### src/rtl/io_input_conditioner.sv
// Switch/confirm-button conditioner: 2-FF sync, tick-sampled debounce,
// confirm-triggered capture of the switch word with sticky ready/overrun flags.
module io_input_conditioner #(
  parameter int unsigned WIDTH  = 16,
  parameter int unsigned DB_CNT = 1_000_000,
  parameter int unsigned CNT_W  = 20
) (
  input  logic             clk,
  input  logic             rst,
  input  logic [WIDTH-1:0] sw_raw,
  input  logic             btn_raw,
  input  logic             ack,
  output logic [WIDTH-1:0] sw_stable,
  output logic [WIDTH-1:0] latched_word,
  output logic             btn_pulse,
  output logic             data_ready,
  output logic             overrun
);

  localparam int unsigned N = WIDTH + 1;

  typedef enum logic {
    SETTLED   = 1'b0,
    CANDIDATE = 1'b1
  } db_state_e;

  logic [N-1:0]     raw_in;
  logic [N-1:0]     s1_q, s1_d, s2_q, s2_d;
  logic [N-1:0]     stable_q, stable_d;
  db_state_e        state_q [N];
  db_state_e        state_d [N];
  logic [CNT_W-1:0] cnt_q, cnt_d;
  logic             tick;
  logic             btn_pulse_q, btn_pulse_d;
  logic [WIDTH-1:0] latched_q, latched_d;
  logic             ready_q, ready_d;
  logic             over_q, over_d;

  assign raw_in = {btn_raw, sw_raw};
  assign tick   = (cnt_q == CNT_W'(DB_CNT - 1));

  always_comb begin
    cnt_d    = tick ? '0 : cnt_q + CNT_W'(1);
    s1_d     = raw_in;
    s2_d     = s1_q;
    stable_d = stable_q;
    state_d  = state_q;
    // The previous tick sample is not stored: CANDIDATE means it differed
    // from the stable level, SETTLED means it matched.
    if (tick) begin
      for (int unsigned i = 0; i < N; i++) begin
        if (s2_q[i] == (stable_q[i] ^ (state_q[i] == CANDIDATE))) begin
          stable_d[i] = s2_q[i];
          state_d[i]  = SETTLED;
        end else begin
          state_d[i]  = (s2_q[i] != stable_q[i]) ? CANDIDATE : SETTLED;
        end
      end
    end

    btn_pulse_d = stable_d[WIDTH] & ~stable_q[WIDTH];

    latched_d = latched_q;
    ready_d   = ready_q;
    over_d    = over_q;
    if (btn_pulse_q) begin
      latched_d = stable_q[WIDTH-1:0];
      ready_d   = 1'b1;
      over_d    = ack ? 1'b0 : (over_q | ready_q);
    end else if (ack) begin
      ready_d = 1'b0;
      over_d  = 1'b0;
    end
  end

  always_ff @(posedge clk) begin
    if (rst) begin
      s1_q        <= '0;
      s2_q        <= '0;
      stable_q    <= '0;
      cnt_q       <= '0;
      btn_pulse_q <= 1'b0;
      latched_q   <= '0;
      ready_q     <= 1'b0;
      over_q      <= 1'b0;
      for (int unsigned i = 0; i < N; i++) state_q[i] <= SETTLED;
    end else begin
      s1_q        <= s1_d;
      s2_q        <= s2_d;
      stable_q    <= stable_d;
      cnt_q       <= cnt_d;
      btn_pulse_q <= btn_pulse_d;
      latched_q   <= latched_d;
      ready_q     <= ready_d;
      over_q      <= over_d;
      state_q     <= state_d;
    end
  end

  assign sw_stable    = stable_q[WIDTH-1:0];
  assign latched_word = latched_q;
  assign btn_pulse    = btn_pulse_q;
  assign data_ready   = ready_q;
  assign overrun      = over_q;

endmodule

### config.mk
export PLATFORM = sky130hd
export DESIGN_NAME = io_input_conditioner
export DESIGN_NICKNAME = d
export VERILOG_FILES = /design/src/rtl/io_input_conditioner.sv
export SDC_FILE = /design/constraint.sdc
export NUM_CORES = 1
export LEC_CHECK = 0
export ABC_CLOCK_PERIOD_IN_PS = 5500
export BUFFER_PORTS_ARGS = -buffer_cell sky130_fd_sc_hd__buf_2
export CAP_MARGIN = 15
export CORE_MARGIN = 2
export CORE_UTILIZATION = 61
export DETAILED_ROUTE_END_ITERATION = 10
export HOLD_SLACK_MARGIN = 0.02
export PLACE_DENSITY = 0.81
export SLEW_MARGIN = 20
export SYNTH_ARGS = -nofsm -noshare
export SYNTH_HDL_FRONTEND = slang
export SYNTH_SLANG_ARGS = --single-unit
### constraint.sdc
create_clock -name clk -period 5.5 [get_ports clk]
set_clock_uncertainty 0.05 [all_clocks]
set_input_delay 0.825 -clock clk [delete_from_list [all_inputs] [get_ports clk]]
set_output_delay 0.825 -clock clk [all_outputs]
set_load 0.05 [all_outputs]
[After elaboration in Yosys (flattened, before gate mapping)]
Cells that the tools add are included.
Word-level totals
  bits in registers: 107
  input port bits: 20
  output and inout port bits: 35
  logic and storage cells: 171
Cells by class
  add/subtract/negate cells: 1
  equal/unequal tests: 35
  muxes and demuxes: 56
  bitwise gates (word level): 20
  reductions and logical operators: 18
Operator list (number)
  2-to-1 mux 1 bit: 55
  AND reduction 2 bit: 16
  adder 20 x 1 -> 20 bit (second input constant): 1
  == test 20 bit (second input constant): 1
  == test 1 bit: 17
  2-to-1 mux 17 bit: 1
  != test 1 bit: 17
  XOR 1 bit: 17
  nonzero test 2 bit: 1
  OR reduction 2 bit: 1
  AND 1 bit: 1
  inverter 1 bit: 1
  OR 1 bit: 1

[Logic depth before layout (Yosys ltp)]
  depth in word-level cells: 5
  gate-level depth with buffers: 7

[Worst setup path before layout]
No wires, ideal clock.
  kind: register -> register
  from: register btn_pulse_q (netlist: btn_pulse)
  to: register latched_q[10] (netlist: latched_word[10])
  library setup time: 0.128 ns
  data arrival time: 1.780 ns
  required time: 5.322 ns
  setup slack: 3.542 ns
  stages on the path, launching flop included: 5
  cells stage by stage: dfxtp_1 -> clkbuf_1 -> clkbuf_1 -> mux2i_1 -> nor2_1
RTL lines
  start, declared: line 34  | logic btn_pulse_q, btn_pulse_d;
  start signal, assigned: line 92  | btn_pulse_q <= btn_pulse_d;
  end signal, assigned: line 93  | latched_q <= latched_d;
  end, declared: line 35  | logic [WIDTH-1:0] latched_q, latched_d;

[Final worst setup path]
  from: register cnt_q[13]
  to: register cnt_q[8]
On the way
  cells in the longest elaborated chain, start to end: 2
RTL lines
  start, declared: line 32  | logic [CNT_W-1:0] cnt_q, cnt_d;
  start signal, assigned: line 91  | cnt_q <= cnt_d;
  == test 20 bit: line 40  | assign tick = (cnt_q == CNT_W'(DB_CNT - 1));
  OR reduction 2 bit (no line)
Every way passes these cells.
A chain may end at the register's enable or synchronous reset.

==> impl_metrics.py <==
metrics = {
    "status": {
        "status": "finished clean",
    },
    "grt": {
        "grt_usage_pct": 22.10,
        "antenna_found_initial": 0,
        "grt_pass1_wl_mm": 13.49,
        "grt_max_degree": 89,
        "overflow": 0,
        "grt_pass1_vias": 2970,
    },
    "setup_path": {
        "critPathBufInv": 1,
        "regToRegSetupSlack_ps": 2990,
        "path_delay_family": "simple AND/OR/NAND/NOR gates",
        "crit_required_ps": 5680,
        "cp_cell_sequence": "nor4b_4 > buf_4 > and2_1 > a21o_1 > nor2_1",
        "crit_path_max_incr_delay_ps": 620,
        "start_kind": "flip-flop",
        "cp_max_fo": 20,
        "slowest_stage": "and2_1",
        "cp-end-kind": "flip-flop",
        "critical_path_arrival_ps": 2690,
        "critical_path_class": "flip-flop to flip-flop",
    },
    "timing": {
        "clock.fmax_mhz": 398.9,
        "worstMarginPinSlew_ps": 837.4,
        "tns_ps": 0,
        "hold_viol_final": 0,
        "setup_violations": 0,
        "post-route-period-util_pct": 45.58,
        "grt_setup_unrepaired": "no",
        "max_slew_margin_pct": 44.18,
        "finalMaxSlewViolations": 0,
        "period_minus_slack_ps": 2507,
    },
    "final_layout": {
        "areaGrowthSynthToFinish_pct": 7.570,
        "fillers": 547,
        "layout-drive-gt1-share_pct": 16.49,
        "fin_util_pct": 67.37,
        "fin_nets": 489,
        "antenna_cells": 0,
    },
    "drt": {
        "wl_per_cell_um": 14.20,
        "wirelength_mm": 7.855,
        "first_pass_iters": 4,
        "postRouteAntennaNets": 0,
        "vias": 3194,
        "drt_iter0_markers": 212,
        "vias_per_cell": 5.776,
        "drcViolationCount": 0,
    },
    "clock_tree": {
        "numCtsBuffers": 9,
        "cts_sinks": 107,
        "clk_pin_slew_ps": 110,
        "htreeDepth": 3,
        "postCtsSetupRepairBufs": 0,
        "cts_tree": "yes",
        "cts_root_buf": "clkbuf_8",
        "clkLatencyLatePin_ps": 370,
        "cts_resized": 0,
        "cts_hold_buf": 0,
        "clk_path_buf_depth": 2,
    },
    "logic_synthesis": {
        "ys_warn_count": 0,
        "synthesis.nets": 467,
        "synth_cell_types": 33,
        "synth.top_cell.area_share_pct": 50.62,
        "synth_area_leaders": "dfxtp_1, a21oi_1, nor2b_1",
        "syn_inst": 446,
        "synth.largest_area_cell": "dfxtp_1",
        "synth.avg_cell_area_sq_um": 9.488,
        "syn-cell-area_sq_um": 4232,
        "yosysSeqAreaShare_pct": 50.62,
        "synth_seq_cells": 107,
    },
    "power": {
        "leakagePower_nw": 1.634,
        "power.density_nw_per_um2": 284.4,
        "peakVddDrop_uv": 222.6,
    },
    "hold_path": {
        "hold_path.class": "flip-flop to flip-flop",
    },
    "placement": {
        "port_buffers": 54,
        "gp_congestion": 0.8351,
        "hpwl_mm": 4.918,
    },
    "floorplanning": {
        "fp.dieH_um": 87.29,
        "die_x_um": 87.29,
        "dieArea_sq_um": 7620,
        "core-area_sq_um": 6756,
        "initial_core_util_pct": 62.63,
        "ios": 55,
        "row_count": 30,
    },
    "flow_run": {
        "maxCapViolations": 0,
    },
}
## area by class of cell
| class | count | area [sq um] | share of cell area [%] |
|---|---|---|---|
| multi-input combinational | 290 | 1813 | 39.83 |
| timing repair buffer | 58 | 300.3 | 6.597 |
| clock buffer | 10 | 127.6 | 2.804 |
| clock inverter | 6 | 60.06 | 1.319 |
| inverter | 2 | 7.507 | 0.1649 |
| sequential | 107 | 2143 | 47.09 |
| tap | 80 | 100.1 | 2.199 |
## metal layers
layer | up-vias | GRT usage [%] | wire [um]
met1 | 1511 | 29.18 | 3617
met2 | 75 | 34.85 | 3768
li1 | 1598 | - | -
met5 | - | 0 | 0
met3 | 10 | 6.351 | 363
met4 | 0 | 7.413 | 106
## synth_stat cells (all sizes together)
library cell and instances:
a21o 1, a21oi 43, and2 1, and3 4
and4 2, buf 27, clkbuf 20, dfxtp 107
ha 1, inv 2, mux2i 16, nand2 8
nand3 23, nand4 25, nor2 31, nor2b 34
nor3 3, nor3b 1, nor4 1, nor4b 2
o21ai 37, o31ai 4, or3 3, or4 21
or4bb 1, xnor2 21, xor2 7
## placed cells by master, fill, tap and decap left out, types with 6 or more instances in the layout
cell / count
xor2_1: 7
nand2_1: 7
nand4_1: 24
dfxtp_1: 106
o21ai_1: 31
or4_1: 21
nor2b_1: 34
o21ai_0: 6
mux2i_1: 16
clkbuf_8: 9
xnor2_1: 21
nor2_1: 31
nand3_1: 23
buf_2: 54
a21oi_1: 43
## final timing paths
kind / start / endpoint / cells after the start
setup / recovery: cnt_q[13]$_SDFF_PP0_ / cnt_q[8]$_SDFF_PP0_ / 5
hold / removal: s1_q[9]$_SDFF_PP0_ / s2_q[9]$_SDFF_PP0_ / 1
setup reg to reg: cnt_q[13]$_SDFF_PP0_ / cnt_q[8]$_SDFF_PP0_ / 5
hold reg to reg: s1_q[9]$_SDFF_PP0_ / s2_q[9]$_SDFF_PP0_ / 1
## flip-flops by register name (all words and copies together), names as in the netlist
register and count:
cnt_q 20, s1_q 17, s2_q 17, stable_q 17, state_q 17, latched_word 16, btn_pulse 1, data_ready 1
overrun 1
## stage by stage
step | area [sq um] | setup slack [ps] | std cells | total power (W) | hold slack (ps)
2_1_floorplan | 4232 | 3542 | 446 | 0.0008367 | 363.8
3_3_place_gp | 4363 | 3106 | 537 | 0.0008464 | 366.9
3_5_place_dp | 4363 | 3035 | 537 | 0.0008482 | 376.0
4_1_cts | 4551 | 2729 | 553 | 0.001302 | 402.8
5_1_grt | 4552 | 2747 | 553 | 0.001346 | 411.0
6_report | 4552 | 2993 | 553 | 0.001295 | 401.0
## kinds of logic (layout without fill, tap and decap cells)
| family | Yosys count | count (layout) | share of synthesized area (%) |
|---|---|---|---|
| multiplexers | 16 | 16 | 3.785 |
| buffers and inverters | 49 | 76 | 6.534 |
| adder cells (fa/ha/maj) | 1 | 1 | 0.2956 |
| flip-flops | 107 | 107 | 50.62 |
| XOR/XNOR | 28 | 28 | 5.796 |
| AND/OR/NAND/NOR | 160 | 160 | 22.62 |
| AO/OA/AOI/OAI | 85 | 85 | 10.35 |
## report_power, final
part	total, W	internal [W]	switching, W
combinational	0.0000346	0.0000163	0.0000182
sequential	0.000795	0.000788	0.00000749
clock	0.000465	0.000180	0.000285
total	0.00129	0.000984	0.000311
Power figures use the tool's default switching activity.
